--- src/rtl/sobel_pkg.sv ---
// Shared definitions for the Sobel frame sequencer: CSR map, register bit
// positions, FSM states and counter width helper.
package sobel_pkg;

    localparam logic [1:0] CSR_CTRL   = 2'd0;
    localparam logic [1:0] CSR_STATUS = 2'd1;
    localparam logic [1:0] CSR_FCOUNT = 2'd2;
    localparam logic [1:0] CSR_POS    = 2'd3;

    localparam int CTRL_START = 0;
    localparam int CTRL_CONT  = 1;
    localparam int CTRL_ABORT = 2;
    localparam int CTRL_IE    = 3;

    localparam int ST_BUSY    = 0;
    localparam int ST_DONE    = 1;
    localparam int ST_ABORTED = 2;

    typedef enum logic {
        IDLE = 1'b0,
        RUN  = 1'b1
    } state_e;

    // Counter width for a dimension of n positions, never narrower than 1 bit.
    function automatic int cnt_w(input int n);
        return (n > 1) ? $clog2(n) : 1;
    endfunction

endpackage

--- src/rtl/sobel_xy_counter.sv ---
// Raster x/y position counter: advances on each accepted pixel, wraps at the
// frame edges and flags the last pixel of the frame.
module sobel_xy_counter
    import sobel_pkg::*;
#(
    parameter  int IMG_X_SIZE = 100,
    parameter  int IMG_Y_SIZE = 100,
    localparam int XW         = cnt_w(IMG_X_SIZE),
    localparam int YW         = cnt_w(IMG_Y_SIZE)
) (
    input  logic          clk,
    input  logic          rst,
    input  logic          clr,
    input  logic          inc,
    output logic [XW-1:0] x,
    output logic [YW-1:0] y,
    output logic          last
);

    localparam logic [XW-1:0] X_MAX = XW'(IMG_X_SIZE - 1);
    localparam logic [YW-1:0] Y_MAX = YW'(IMG_Y_SIZE - 1);

    logic [XW-1:0] x_q, x_d;
    logic [YW-1:0] y_q, y_d;

    always_comb begin
        x_d = x_q;
        y_d = y_q;
        if (clr) begin
            x_d = '0;
            y_d = '0;
        end else if (inc) begin
            if (x_q == X_MAX) begin
                x_d = '0;
                y_d = (y_q == Y_MAX) ? '0 : y_q + 1'b1;
            end else begin
                x_d = x_q + 1'b1;
            end
        end
    end

    always_ff @(posedge clk) begin
        if (rst) begin
            x_q <= '0;
            y_q <= '0;
        end else begin
            x_q <= x_d;
            y_q <= y_d;
        end
    end

    assign x    = x_q;
    assign y    = y_q;
    assign last = (x_q == X_MAX) && (y_q == Y_MAX);

endmodule

--- src/rtl/sobel_frame_ctrl.sv ---
// Frames a raw pixel stream into IMG_X_SIZE x IMG_Y_SIZE packets with SOP/EOP
// under CSR control. Define SOBEL_FRAME_CTRL_IRQ_EN to add the IE bit and irq.
module sobel_frame_ctrl
    import sobel_pkg::*;
#(
    parameter int IMG_X_SIZE = 100,
    parameter int IMG_Y_SIZE = 100
) (
    input  logic        csi_clkrst_clk,
    input  logic        csi_clkrst_reset,
    input  logic [1:0]  avs_csr_address,
    input  logic        avs_csr_write,
    input  logic [31:0] avs_csr_writedata,
    input  logic        avs_csr_read,
    output logic [31:0] avs_csr_readdata,
    input  logic [7:0]  asi_sink1_data,
    input  logic        asi_sink1_valid,
    output logic        asi_sink1_ready,
    output logic [7:0]  aso_source1_data,
    output logic        aso_source1_valid,
    input  logic        aso_source1_ready,
    output logic        aso_source1_startofpacket,
`ifdef SOBEL_FRAME_CTRL_IRQ_EN
    output logic        ins_irq0_irq,
`endif
    output logic        aso_source1_endofpacket
);

    localparam int XW = cnt_w(IMG_X_SIZE);
    localparam int YW = cnt_w(IMG_Y_SIZE);

    state_e        state_q, state_d;
    logic          cont_q, cont_d;
    logic          done_q, done_d;
    logic          aborted_q, aborted_d;
    logic [31:0]   fcount_q, fcount_d;
    logic [31:0]   rdata_q, rdata_d;
    logic          ie_q, ie_d;

    logic          run, beat, last, clr, frame_done, abort_run;
    logic          wr_ctrl, wr_status, wr_fcount, start_req, abort_req;
    logic [XW-1:0] x;
    logic [YW-1:0] y;
    logic          unused_wdata;

    assign unused_wdata = ^avs_csr_writedata[31:3];

    assign wr_ctrl   = avs_csr_write && (avs_csr_address == CSR_CTRL);
    assign wr_status = avs_csr_write && (avs_csr_address == CSR_STATUS);
    assign wr_fcount = avs_csr_write && (avs_csr_address == CSR_FCOUNT);
    assign start_req = wr_ctrl && avs_csr_writedata[CTRL_START];
    assign abort_req = wr_ctrl && avs_csr_writedata[CTRL_ABORT];

    assign run  = (state_q == RUN);
    assign beat = aso_source1_valid && aso_source1_ready;

    sobel_xy_counter #(
        .IMG_X_SIZE(IMG_X_SIZE),
        .IMG_Y_SIZE(IMG_Y_SIZE)
    ) u_xy (
        .clk (csi_clkrst_clk),
        .rst (csi_clkrst_reset),
        .clr (clr),
        .inc (beat),
        .x   (x),
        .y   (y),
        .last(last)
    );

    // Abort outranks both START and a coincident final beat.
    always_comb begin
        state_d    = state_q;
        clr        = 1'b0;
        frame_done = 1'b0;
        abort_run  = 1'b0;
        case (state_q)
            IDLE: begin
                if (start_req && !abort_req) begin
                    state_d = RUN;
                    clr     = 1'b1;
                end
            end
            RUN: begin
                if (abort_req) begin
                    state_d   = IDLE;
                    clr       = 1'b1;
                    abort_run = 1'b1;
                end else if (beat && last) begin
                    frame_done = 1'b1;
                    if (!cont_q) state_d = IDLE;
                end
            end
        endcase
    end

    always_comb begin
        cont_d    = wr_ctrl ? avs_csr_writedata[CTRL_CONT] : cont_q;
`ifdef SOBEL_FRAME_CTRL_IRQ_EN
        ie_d      = wr_ctrl ? avs_csr_writedata[CTRL_IE] : ie_q;
`else
        ie_d      = 1'b0;
`endif
        done_d    = done_q;
        aborted_d = aborted_q;
        fcount_d  = fcount_q;
        // Hardware set is applied after the W1C so it wins on collision.
        if (wr_status && avs_csr_writedata[ST_DONE])    done_d    = 1'b0;
        if (wr_status && avs_csr_writedata[ST_ABORTED]) aborted_d = 1'b0;
        if (frame_done) done_d    = 1'b1;
        if (abort_run)  aborted_d = 1'b1;
        if (wr_fcount)       fcount_d = '0;
        else if (frame_done) fcount_d = fcount_q + 32'd1;
    end

    always_comb begin
        rdata_d = '0;
        if (avs_csr_read) begin
            case (avs_csr_address)
                CSR_CTRL: begin
                    rdata_d[CTRL_CONT] = cont_q;
                    rdata_d[CTRL_IE]   = ie_q;
                end
                CSR_STATUS: begin
                    rdata_d[ST_BUSY]    = run;
                    rdata_d[ST_DONE]    = done_q;
                    rdata_d[ST_ABORTED] = aborted_q;
                end
                CSR_FCOUNT: rdata_d = fcount_q;
                default:    rdata_d = {16'(y), 16'(x)};
            endcase
        end
    end

    always_ff @(posedge csi_clkrst_clk) begin
        if (csi_clkrst_reset) begin
            state_q   <= IDLE;
            cont_q    <= 1'b0;
            done_q    <= 1'b0;
            aborted_q <= 1'b0;
            fcount_q  <= '0;
            rdata_q   <= '0;
            ie_q      <= 1'b0;
        end else begin
            state_q   <= state_d;
            cont_q    <= cont_d;
            done_q    <= done_d;
            aborted_q <= aborted_d;
            fcount_q  <= fcount_d;
            rdata_q   <= rdata_d;
            ie_q      <= ie_d;
        end
    end

    assign avs_csr_readdata          = rdata_q;
    assign aso_source1_data          = asi_sink1_data;
    assign aso_source1_valid         = asi_sink1_valid && run;
    assign asi_sink1_ready           = aso_source1_ready && run;
    assign aso_source1_startofpacket = run && (x == '0) && (y == '0);
    assign aso_source1_endofpacket   = run && last;

`ifdef SOBEL_FRAME_CTRL_IRQ_EN
    assign ins_irq0_irq = (done_q || aborted_q) && ie_q;
`endif

endmodule
--- config.mk ---
export PLATFORM = sky130hd
export DESIGN_NAME = sobel_frame_ctrl
export DESIGN_NICKNAME = d
export VERILOG_FILES = /design/src/rtl/sobel_pkg.sv /design/src/rtl/sobel_xy_counter.sv /design/src/rtl/sobel_frame_ctrl.sv
export SDC_FILE = /design/constraint.sdc
export NUM_CORES = 1
export LEC_CHECK = 0
export BUFFER_PORTS_ARGS = -buffer_cell sky130_fd_sc_hd__buf_2
export CAP_MARGIN = 5
export CORE_ASPECT_RATIO = 1.75
export CORE_MARGIN = 4
export CORE_UTILIZATION = 48
export CTS_CLUSTER_DIAMETER = 50
export DETAILED_ROUTE_END_ITERATION = 8
export PLACE_DENSITY = 0.8
export SLEW_MARGIN = 20
export SYNTH_ARGS = -nofsm -noshare
export SYNTH_HDL_FRONTEND = slang
export SYNTH_SLANG_ARGS = --single-unit
--- constraint.sdc ---
create_clock -name csi_clkrst_clk -period 2 [get_ports csi_clkrst_clk]
set_input_delay 0.2 -clock csi_clkrst_clk [delete_from_list [all_inputs] [get_ports csi_clkrst_clk]]
set_output_delay 0.2 -clock csi_clkrst_clk [all_outputs]
set_load 0.005 [all_outputs]
==> results of run 1 <==
[synthesized netlist by cell type, drive strengths merged]
cell type  count  area [µm²]
nor4          24       150.1
a311oi         1       8.760
and3b          1       8.760
dfxtp         82        1642
o21ai          7       35.03
and4           9       78.83
and3          10       62.56
a211oi         1       7.510
a22oi          2       15.01
buf           14       86.33
xor2           2       17.52
nand4b         1       8.760
nand2         43       161.4
nand3         21       105.1
nor3b          2       15.01
nor2          30       112.6
clkbuf        24       90.09
inv            8       30.03
mux2           2       22.52
o211ai         2       15.01
o31ai          7       52.55
or2            1       6.260
xnor2          7       61.31
nand4bb        1       11.26
nor3           8       40.04
or3           27       168.9
ha             5       62.56
and2          24       150.1
mux4           1       22.52
a21oi         17       85.08
or4            8       63.81
nand4         19       118.9
mux2i         34       340.3
nor2b          2       12.51
[layout by cell type, fill, tap and decap left out, drive strengths merged, types with 2 or more instances in the layout]
master / count
clkinvlp: 2
nand4: 19
and4: 9
o31ai: 7
nand2: 43
a21oi: 17
xor2: 2
mux2: 2
nor2: 30
or4: 8
o211ai: 2
nand3: 21
nor2b: 2
inv: 8
buf: 82
xnor2: 7
or3: 27
nor4: 24
clkbuf: 11
ha: 5
mux2i: 34
and2: 24
nor3b: 2
and3: 10
o21ai: 7
clkinv: 2
dfxtp: 82
nor3: 8
a22oi: 2
[layout make-up]
cell class              instances  area [µm²]  area share, %
repair buffers                 82       513.0          11.08
clock inverters                 5       55.05          1.189
multi-input cells             319        2046          44.18
clock buffers                  11       232.7          5.026
well taps                      90       112.6          2.432
flip-flops and latches         82        1642          35.45
inverters                       8       30.03         0.6485
[through the flow]
step,area [µm²],setup WS (ns),util [%],TNS (ns),cells
after floorplan,3869,0.01649,-,0,447
after global placement,4310,0.06449,54.50,0,580
after detailed placement,4310,-0.02460,54.50,-0.02460,580
after CTS,4604,-0.004519,58.22,-0.004519,596
after global routing,4631,-0.004224,58.55,-0.004224,597
final,4631,0.06159,58.55,0,597
[state kept, by name (all words and copies together) (netlist names)]
signal	count
done_q	1
u_xy.y	7
cont_q	1
u_xy.x	7
avs_csr_readdata	32
fcount_q	32
run	1
aborted_q	1
[what timing repair did]
item / CTS / global route
buffers inserted: 0 / 1
pin swaps: 1 / 1
setup endpoints to repair: 1 / 16
cloned: 0 / 0
endpoints found under the hold margin: 0 / 0
gates resized for setup: 1 / 4
[power breakdown]
part / switching (mW) / leakage, nW / total, mW / internal (mW)
Combinational: 0.0731 / 0.986 / 0.119 / 0.0463
Clock: 0.640 / 0.136 / 1.60 / 0.962
Sequential: 0.00151 / 0.660 / 1.64 / 1.63
[layer usage]
layer / up-vias / global-route usage, % / part of all wire [%]
li1: 1711 / - / -
met1: 1653 / 22.02 / 36
met2: 108 / 36.87 / 55
met3: 39 / 4.441 / 4.0
met4: 0 / 13.59 / 5.2
met5: - / 0 / 0
[worst max path at each step]
stage | endpoint | startpoint | cells past startpoint
CTS | fcount_q[25]$_SDFFE_PP0P_ | u_xy.x[1]$_SDFFE_PP0N_ | 5
finish | u_xy.y[6]$_SDFFE_PP0P_ | u_xy.x[2]$_SDFFE_PP0N_ | 4
floorplan | u_xy.y[0]$_SDFFE_PP0P_ | u_xy.x[0]$_SDFFE_PP0N_ | 8
global route | u_xy.y[6]$_SDFFE_PP0P_ | u_xy.x[2]$_SDFFE_PP0N_ | 4
detailed placement | fcount_q[27]$_SDFFE_PP0P_ | u_xy.x[1]$_SDFFE_PP0N_ | 5
global placement | fcount_q[29]$_SDFFE_PP0P_ | u_xy.x[0]$_SDFFE_PP0N_ | 5
[critical path, cell delays in order, from the launching register on]
cell                      delay, ns
sky130_fd_sc_hd__dfxtp_1       0.38
sky130_fd_sc_hd__or3_4         0.42
sky130_fd_sc_hd__or4_4         0.57
sky130_fd_sc_hd__or3_1         0.37
sky130_fd_sc_hd__a21oi_1       0.13
[logic make-up after synthesis]
group / count (synthesis) / share of synthesized area, %
simple gates: 231 / 32.96
compound gates: 37 / 5.660
xor+xnor: 9 / 2.038
buf+inv: 46 / 5.336
mux: 37 / 9.961
flops: 82 / 42.43
fa+ha+maj: 5 / 1.617
==> results_dict.tcl, run 1 <==
set metrics [dict create \
    status "complete, no violations" \
    final_net_count 555 \
    die_area_um2 9617 \
    max_slew_margin_pct 39.22 \
    wl_per_cell_um 16.03 \
    first_global_vias 3440 \
    post_layout_min_period_ns 1.938 \
    timing.final.crit_share_pct 96.92 \
    die_w_um 75.87 \
    route.detailed.drc 0 \
    leakagePower_nw 1.782 \
    critical_path.startpoint_type "flop" \
    post_cts_hold_buffer_count 0 \
    grt_overflow_total 0 \
    worst_ir_drop_vdd_mv 0.4166 \
    synth-seq-area-share_pct 42.43 \
    cts.htree.levels 3 \
    cts_inserted_buffers 9 \
    detailroute.via_count 3511 \
    vias_per_instance 5.881 \
    mappedNetlistNets 500 \
    critical_path.endpoint_type "flop" \
    grt_antenna_before_repair 0 \
    r2r_slack_ns 0.06 \
    critical_path.reg2reg.startpoint "u_xy.x[2]$_SDFFE_PP0N_" \
    critical_path_required_ns 2.26 \
    clk_path_buf_depth 2 \
    synth.avg_cell_area_um2 8.655 \
    totalPowerFinal_mw 3.358 \
    ratio_of_cells_with_drive_above_1_in_the_final_layout_pct 20.91 \
    timing.rr.end "u_xy.y[6]$_SDFFE_PP0P_" \
    worstSkewPairLatency_ns 0.34 \
    grt_pass1_wl_um 15790 \
    drt_first_pass_iters 6 \
    ioPinCount 92 \
    max_cap_viol_count 0 \
    min_from "avs_csr_writedata[2]" \
    mapped_cells 447 \
    min_path_cells 2 \
    timing.hold.ws_ns 0.1107 \
    placement.io_buffers 46 \
    synthesis_warnings 0 \
    detailedRoute.firstIterationViolations 287 \
    globalplace.congestion 0.8867 \
    wl_um 9570 \
    clock_sink_count 82 \
    number_of_routed_nets_with_antenna_violations 0 \
    cts_tree "yes" \
    rows 43 \
    post_synth_instance_area_um2 3869 \
    hold_path_class "in -> reg" \
    dp.final_hpwl_um 7001 \
    syn_to_final_growth_pct 19.70 \
    clk_pin_slew_ns 0.06 \
    grt_util_all_layers_pct 21.28 \
    critical_path_class "reg -> reg" \
    cts_root_buffer "sky130_fd_sc_hd__clkbuf_16" \
    maxClockFrequency_mhz 515.9 \
    worstHoldEndpoint "aborted_q$_SDFFE_PP0P_" \
    synth_cell_types 37 \
    slew_violations 0 \
    core_um2 7909 \
    initial_core_utilization_pct 48.92 \
    final-hold-violation-count 0 \
    fill_cells 691 \
    fp.dieH_um 126.8 \
    worst-path-max-fanout 5 \
    ff2ff_path_depth 4 \
    grt_start_max_net_pins 42 \
    worstPathArrival_ns 2.20 \
    number_of_register_bits_inferred_by_synthesis 82 \
    worst_clock_skew_ns 0.006679 \
    finalSetupViolations 0 \
    n_antenna_cell 0 \
    power.density_nw_per_um2 725.2 \
    worst_pin_slew_ns 0.9083 \
]
No activity file was read; power rests on OpenSTA's default activity.
==> run 2: changes to the inputs <==
--- a/config.mk
+++ b/config.mk
@@ -9,10 +9,11 @@
 export CAP_MARGIN = 5
 export CORE_ASPECT_RATIO = 1.75
 export CORE_MARGIN = 4
-export CORE_UTILIZATION = 48
+export CORE_UTILIZATION = 50
+export CTS_BUF_LIST = sky130_fd_sc_hd__clkbuf_4
 export CTS_CLUSTER_DIAMETER = 50
 export DETAILED_ROUTE_END_ITERATION = 8
-export PLACE_DENSITY = 0.8
+export PLACE_DENSITY = 0.83
 export SLEW_MARGIN = 20
 export SYNTH_ARGS = -nofsm -noshare
 export SYNTH_HDL_FRONTEND = slang
==> run 2 against run 1 <==
Compared with the run above:
- via count rose by 0.40%
- sequential power about the same
- die area shrank 3.7%
- clock skew up 0.0079 ns
- power is 17% lower
- final area is 2.6% lower
- setup slack better by 0.0058 ns
- largest cell class unchanged
- largest power group unchanged
==> results_dict.tcl, run 2 (synthesis gave the netlist of run 1 again) <==
set metrics [dict create \
    grt_util_all_layers_pct 21.42 \
    post_layout_min_period_ns 1.933 \
    syn_to_final_growth_pct 16.59 \
    slew_violations 0 \
    rsz0062_at_grt "no" \
    globalplace.congestion 0.9396 \
    critical_path.endpoint_type "output port" \
    cts.htree.levels 3 \
    r2r_slack_ns 0.08 \
    maxClockFrequency_mhz 517.4 \
    clock_group_share_of_total_power_pct 37.4 \
    vias_per_instance 5.934 \
    power.density_nw_per_um2 620.3 \
    status "complete, no violations" \
    cts_root_buffer "sky130_fd_sc_hd__clkbuf_4" \
    worstSkewPairLatency_ns 0.44 \
    finalSetupViolations 0 \
    number_of_routed_nets_with_antenna_violations 0 \
    critical_path_required_ns 1.80 \
    placement.io_buffers 46 \
    fill_cells 673 \
    p_switching_mw 0.6171 \
    grt_overflow_total 0 \
    multi_input_area_um2 2042 \
    clk_path_buf_depth 2 \
    critical_path.top_delay_family "simple AND/OR/NAND/NOR gates" \
    drt_first_pass_iters 6 \
    max_cap_viol_count 0 \
    setup_slack_after_placement_ns 0.01121 \
    hold_path_class "in -> reg" \
    first_global_vias 3426 \
    worst-path-max-fanout 6 \
    leakagePower_nw 1.740 \
    clk_pin_slew_ns 0.11 \
    ratio_of_cells_with_drive_above_1_in_the_final_layout_pct 20.55 \
    critical_path.reg2reg.startpoint "u_xy.x[0]$_SDFFE_PP0N_" \
    mostFrequentLayoutCell "sky130_fd_sc_hd__dfxtp_1" \
    netSwitchingFraction_pct 22.05 \
    ioPinCount 92 \
    clock_sink_count 82 \
    min_path_cells 3 \
    internal-power_mw 2.181 \
    reg_power_share_pct 58.4 \
    area.sequential_um2 1645 \
    setup_tns_ns 0 \
    worst_clock_skew_ns 0.01455 \
    most-common-layout-cells "sky130_fd_sc_hd__dfxtp_1 (81), sky130_fd_sc_hd__buf_2 (46), sky130_fd_sc_hd__nand2_1 (43)" \
    die_w_um 74.50 \
    core_um2 7567 \
    cp_num_buf_inv 2 \
    worstHoldEndpoint "cont_q$_SDFFE_PP0N_" \
    critical_path.cell_chain "or3_4, buf_6, nor4_4, buf_2" \
    cts_inserted_buffers 9 \
    final_net_count 556 \
    critical_path_class "reg -> out" \
    timing.final.crit_share_pct 96.63 \
    detailedRoute.firstIterationViolations 207 \
    worst_ir_drop_vdd_mv 0.3503 \
    grt_antenna_before_repair 0 \
    fp.dieH_um 124.4 \
    route.detailed.drc 0 \
    dp.final_hpwl_um 6991 \
    comb_power_share_pct 4.2 \
    initial_core_utilization_pct 51.12 \
    grt_pass1_wl_um 15620 \
    critical-path-slowest-cell "sky130_fd_sc_hd__or3_4" \
    finished_core_util_pct 59.61 \
    critical_path.startpoint_type "flop" \
    timing.critical_path.slowest_cell_delay_ns 0.39 \
    rows 42 \
    timing.rr.end "u_xy.y[2]$_SDFFE_PP0P_" \
    worstPathArrival_ns 1.73 \
    wl_per_cell_um 16.21 \
    totalPowerFinal_mw 2.798 \
    final_critical_path_setup_slack_ns 0.06735 \
    worst_pin_slew_ns 0.9206 \
    min_from "avs_csr_writedata[1]" \
    max_slew_margin_pct 38.40 \
    finalInstanceArea_um2 4511 \
    detailroute.via_count 3525 \
    wl_um 9629 \
    ff2ff_path_depth 6 \
    final-hold-violation-count 0 \
    n_antenna_cell 0 \
    grt_start_max_net_pins 42 \
    die_area_um2 9265 \
    cts_tree "yes" \
    post_dp_cell_area_um2 4298 \
]
-- run 2: cell count changes in the layout (fill, tap and decap cells not counted), moves of 2 or more --
cell and change:
sky130_fd_sc_hd__nor4_1 +2, sky130_fd_sc_hd__buf_4 -2, sky130_fd_sc_hd__clkbuf_1 -2, sky130_fd_sc_hd__clkbuf_4 +10, sky130_fd_sc_hd__clkinvlp_4 -2, sky130_fd_sc_hd__nor4_2 -3
sky130_fd_sc_hd__clkbuf_16 -9
-- run 2: metal layers --
| metal | global-route usage [%] | up-vias | wire length (µm) |
|---|---|---|---|
| met5 | 0 | - | 0 |
| met1 | 22.29 | 1683 | 3635 |
| met2 | 37.90 | 98 | 5169 |
| met3 | 4.927 | 28 | 470 |
| met4 | 11.32 | 0 | 353 |
| li1 | - | 1716 | - |
-- run 2: what timing repair did --
| item | in CTS | in global routing |
|---|---|---|
| setup buffers | 0 | 4 |
| hold buffers | 1 | 0 |
| resized for setup | 4 | 3 |
| endpoints found under the setup margin | 2 | 22 |
| pin swaps | 1 | 1 |
| endpoints found under the hold margin | 1 | 0 |
-- run 2: layout make-up --
cell class,instances,share of cell area (%)
inverter,8,0.6657
clock inverter,4,1.526
timing repair buffer,83,11.96
multi-input combinational,319,45.27
clock buffer,10,1.664
tap,88,2.441
sequential,82,36.48
-- run 2: power groups by stage --
| stage | logic (mW) | registers, mW | clock network (mW) |
|---|---|---|---|
| finish | 0.119 | 1.63 | 1.05 |
| global route | 0.129 | 1.64 | 1.13 |
| CTS | 0.118 | 1.64 | 1.07 |
| detailed placement | 0.115 | 1.67 | 0 |
| global placement | 0.112 | 1.67 | 0 |
| floorplan | 0.0890 | 1.67 | 0 |
-- run 2: per-stage QoR --
| stage | hold slack [ns] | cells |
|---|---|---|
| finish | 0.02190 | 594 |
| global route | 0.01936 | 594 |
| CTS | 0.003652 | 590 |
| detailed placement | 0.4001 | 575 |
| global placement | 0.4001 | 575 |
| floorplan | 0.3161 | 447 |
-- run 2: worst min-delay path, delay by kind of cell --
| kind | cells | cell delay (ns) |
|---|---|---|
| mux | 1 | 0.06 |
| buf+inv | 1 | 0.09 |
| simple gates | 1 | 0.08 |
-- run 2: how the worst max path moves through the flow --
| stage | start | end | slack [ns] | depth (start not counted) |
|---|---|---|---|---|
| floorplan | u_xy.x[0]$_SDFFE_PP0N_ | u_xy.y[0]$_SDFFE_PP0P_ | 0.02 | 8 |
| global placement | u_xy.x[0]$_SDFFE_PP0N_ | fcount_q[29]$_SDFFE_PP0P_ | 0.05 | 5 |
| detailed placement | u_xy.x[0]$_SDFFE_PP0N_ | fcount_q[30]$_SDFFE_PP0P_ | 0.01 | 5 |
| CTS | u_xy.x[0]$_SDFFE_PP0N_ | fcount_q[30]$_SDFFE_PP0P_ | 0.004 | 5 |
| global route | u_xy.x[0]$_SDFFE_PP0N_ | fcount_q[8]$_SDFFE_PP0P_ | 0.00004 | 6 |
| finish | u_xy.x[2]$_SDFFE_PP0N_ | aso_source1_endofpacket | 0.07 | 4 |
==> run 3: changes to the inputs <==
--- a/config.mk
+++ b/config.mk
@@ -8,9 +8,9 @@
 export BUFFER_PORTS_ARGS = -buffer_cell sky130_fd_sc_hd__buf_2
 export CAP_MARGIN = 5
 export CORE_ASPECT_RATIO = 1.75
-export CORE_MARGIN = 4
+export CORE_MARGIN = 2
 export CORE_UTILIZATION = 50
-export CTS_BUF_LIST = sky130_fd_sc_hd__clkbuf_4
+export CTS_BUF_LIST = sky130_fd_sc_hd__clkbuf_2 sky130_fd_sc_hd__clkbuf_4 sky130_fd_sc_hd__clkbuf_8
 export CTS_CLUSTER_DIAMETER = 50
 export DETAILED_ROUTE_END_ITERATION = 8
 export PLACE_DENSITY = 0.83
==> run 3 against run 2 <==
Compared with the run above:
- the flow now finishes with violations (setup timing)
- die area decreased by 8.4%
- non-clock buffer count is 2 higher
- power grew 0.55%
- register-to-register slack got worse by 0.09 ns
- first-iteration DRC count increased by 56%
- sequential cell count stayed put
- clock-buffer cell count unchanged
- via count up 3.4%
- final cell count rose by 0.51%
- global-route usage increased by 1.9 points
==> results_dict.tcl, run 3 (synthesis gave the netlist of run 1 again) <==
set metrics [dict create \
    worstSkewPairLatency_ns 0.36 \
    die_area_um2 8485 \
    clock_sink_count 82 \
    finalInstanceArea_um2 4583 \
    final_net_count 558 \
    worst-path-max-fanout 21 \
    critical_path.endpoint_type "flop" \
    critical_path_class "reg -> reg" \
    ratio_of_cells_with_drive_above_1_in_the_final_layout_pct 22.40 \
    first_global_vias 3550 \
    detailedRoute.firstIterationViolations 322 \
    grt_util_all_layers_pct 23.30 \
    final-hold-violation-count 0 \
    worst_ir_drop_vdd_mv 0.2792 \
    fp.dieH_um 120.4 \
    grt_antenna_before_repair 0 \
    final-instance-count-excl-fill 597 \
    cts.htree.levels 3 \
    max_slew_margin_pct 60.23 \
    rows 42 \
    n_antenna_cell 0 \
    dp.final_hpwl_um 6986 \
    placedCellCount 578 \
    power.density_nw_per_um2 613.8 \
    critical-path-slowest-cell "sky130_fd_sc_hd__or4_1" \
    post_layout_min_period_ns 2.006 \
    status "complete, but fails checks" \
    die_w_um 70.50 \
    grt_overflow_total 0 \
    placement.io_buffers 46 \
    clk_pin_slew_ns 0.08 \
    totalPowerFinal_mw 2.813 \
    worst_clock_skew_ns 0.007564 \
    route.detailed.drc 0 \
    finished_core_util_pct 60.99 \
    cts_root_buffer "sky130_fd_sc_hd__clkbuf_8" \
    core_um2 7515 \
    setup_slack_after_placement_ns -0.08492 \
    most-common-layout-cells "sky130_fd_sc_hd__dfxtp_1 (81), sky130_fd_sc_hd__buf_2 (46), sky130_fd_sc_hd__nand2_1 (43)" \
    critical_path.cell_chain "nor3_1, nand4_1, buf_4, buf_12, or4_1, a21oi_1" \
    worst_pin_slew_ns 0.5959 \
    violations "setup timing" \
    detailroute.via_count 3644 \
    slew_violations 0 \
    critical_path_required_ns 2.30 \
    max_cap_viol_count 0 \
    cts_inserted_buffers 9 \
    timing.critical_path.slowest_cell_delay_ns 0.51 \
    clk_path_buf_depth 2 \
    final_critical_path_setup_slack_ns -0.005820 \
    leakagePower_nw 1.759 \
    grt_pass1_wl_um 15860 \
    number_of_routed_nets_with_antenna_violations 0 \
    finalSetupViolations 1 \
    globalplace.congestion 0.9041 \
    mostFrequentLayoutCell "sky130_fd_sc_hd__dfxtp_1" \
    post_dp_cell_area_um2 4320 \
    initial_core_utilization_pct 51.48 \
    vias_per_instance 6.104 \
    drt_first_pass_iters 5 \
    worstPathArrival_ns 2.30 \
    cts_tree "yes" \
    wl_per_cell_um 16.53 \
    syn_to_final_growth_pct 18.47 \
    timing.final.crit_share_pct 100.3 \
    post_cts_hold_buffer_count 0 \
    ioPinCount 92 \
    wl_um 9868 \
    grt_start_max_net_pins 42 \
    hold_path_class "in -> reg" \
    maxClockFrequency_mhz 498.5 \
    critical_path.startpoint_type "flop" \
]
run 3: metrics by stage:
stage | hold slack [ns] | setup TNS, ns
final | 0.08609 | -0.005820
after global routing | 0.1077 | -0.1513
after CTS | 0.07269 | 0
after detailed placement | 0.4001 | -0.08492
after global placement | 0.4001 | 0
after floorplan | 0.3161 | 0
run 3: power breakdown:
part / internal (mW) / switching, mW / leakage (nW)
sequential: 1.63 / 0.00142 / 0.661
combinational: 0.0479 / 0.0756 / 1.01
clock: 0.473 / 0.584 / 0.0879
run 3: layer usage:
layer | GRT usage (%) | up-vias | part of all wire (%)
met5 | 0 | - | 0
met4 | 16.59 | 0 | 6.7
met3 | 3.333 | 53 | 5.2
met2 | 41.80 | 155 | 52
met1 | 24.22 | 1716 | 36
li1 | - | 1720 | -
run 3: area by class of cell:
class	count	area, µm²
timing repair buffer	85	565.5
tap	88	110.1
inverter	8	30.03
multi-input combinational	319	2066
sequential	82	1643
fill	623	2932
clock buffer	10	137.6
clock inverter	5	31.28
run 3: path summary, 6_finish.rpt:
kind                                from                  endpoint  slack (ns)  cells past startpoint
hold reg to reg      done_q$_SDFFE_PP0P_       done_q$_SDFFE_PP0P_        0.46                      2
setup reg to reg  u_xy.y[2]$_SDFFE_PP0P_  fcount_q[7]$_SDFFE_PP0P_      -0.006                      6
hold / removal        avs_csr_address[0]    aborted_q$_SDFFE_PP0P_        0.09                      2
setup / recovery  u_xy.y[2]$_SDFFE_PP0P_  fcount_q[7]$_SDFFE_PP0P_      -0.006                      6
run 3: repair_timing:
action                                  4_1_cts  5_1_grt
endpoints found under the setup margin        2       26
cloned                                        0        1
resized for setup                             1        8
buffers inserted                              1        2
pin swaps                                     1        2
run 3: critical path, delay by kind of cell, from the launching register on:
family                 cells  cell delay [ns]
and+or+nand+nor            3             1.10
buffers and inverters      2             0.35
DFF                        1             0.32
AOI/OAI and AO/OA          1             0.15
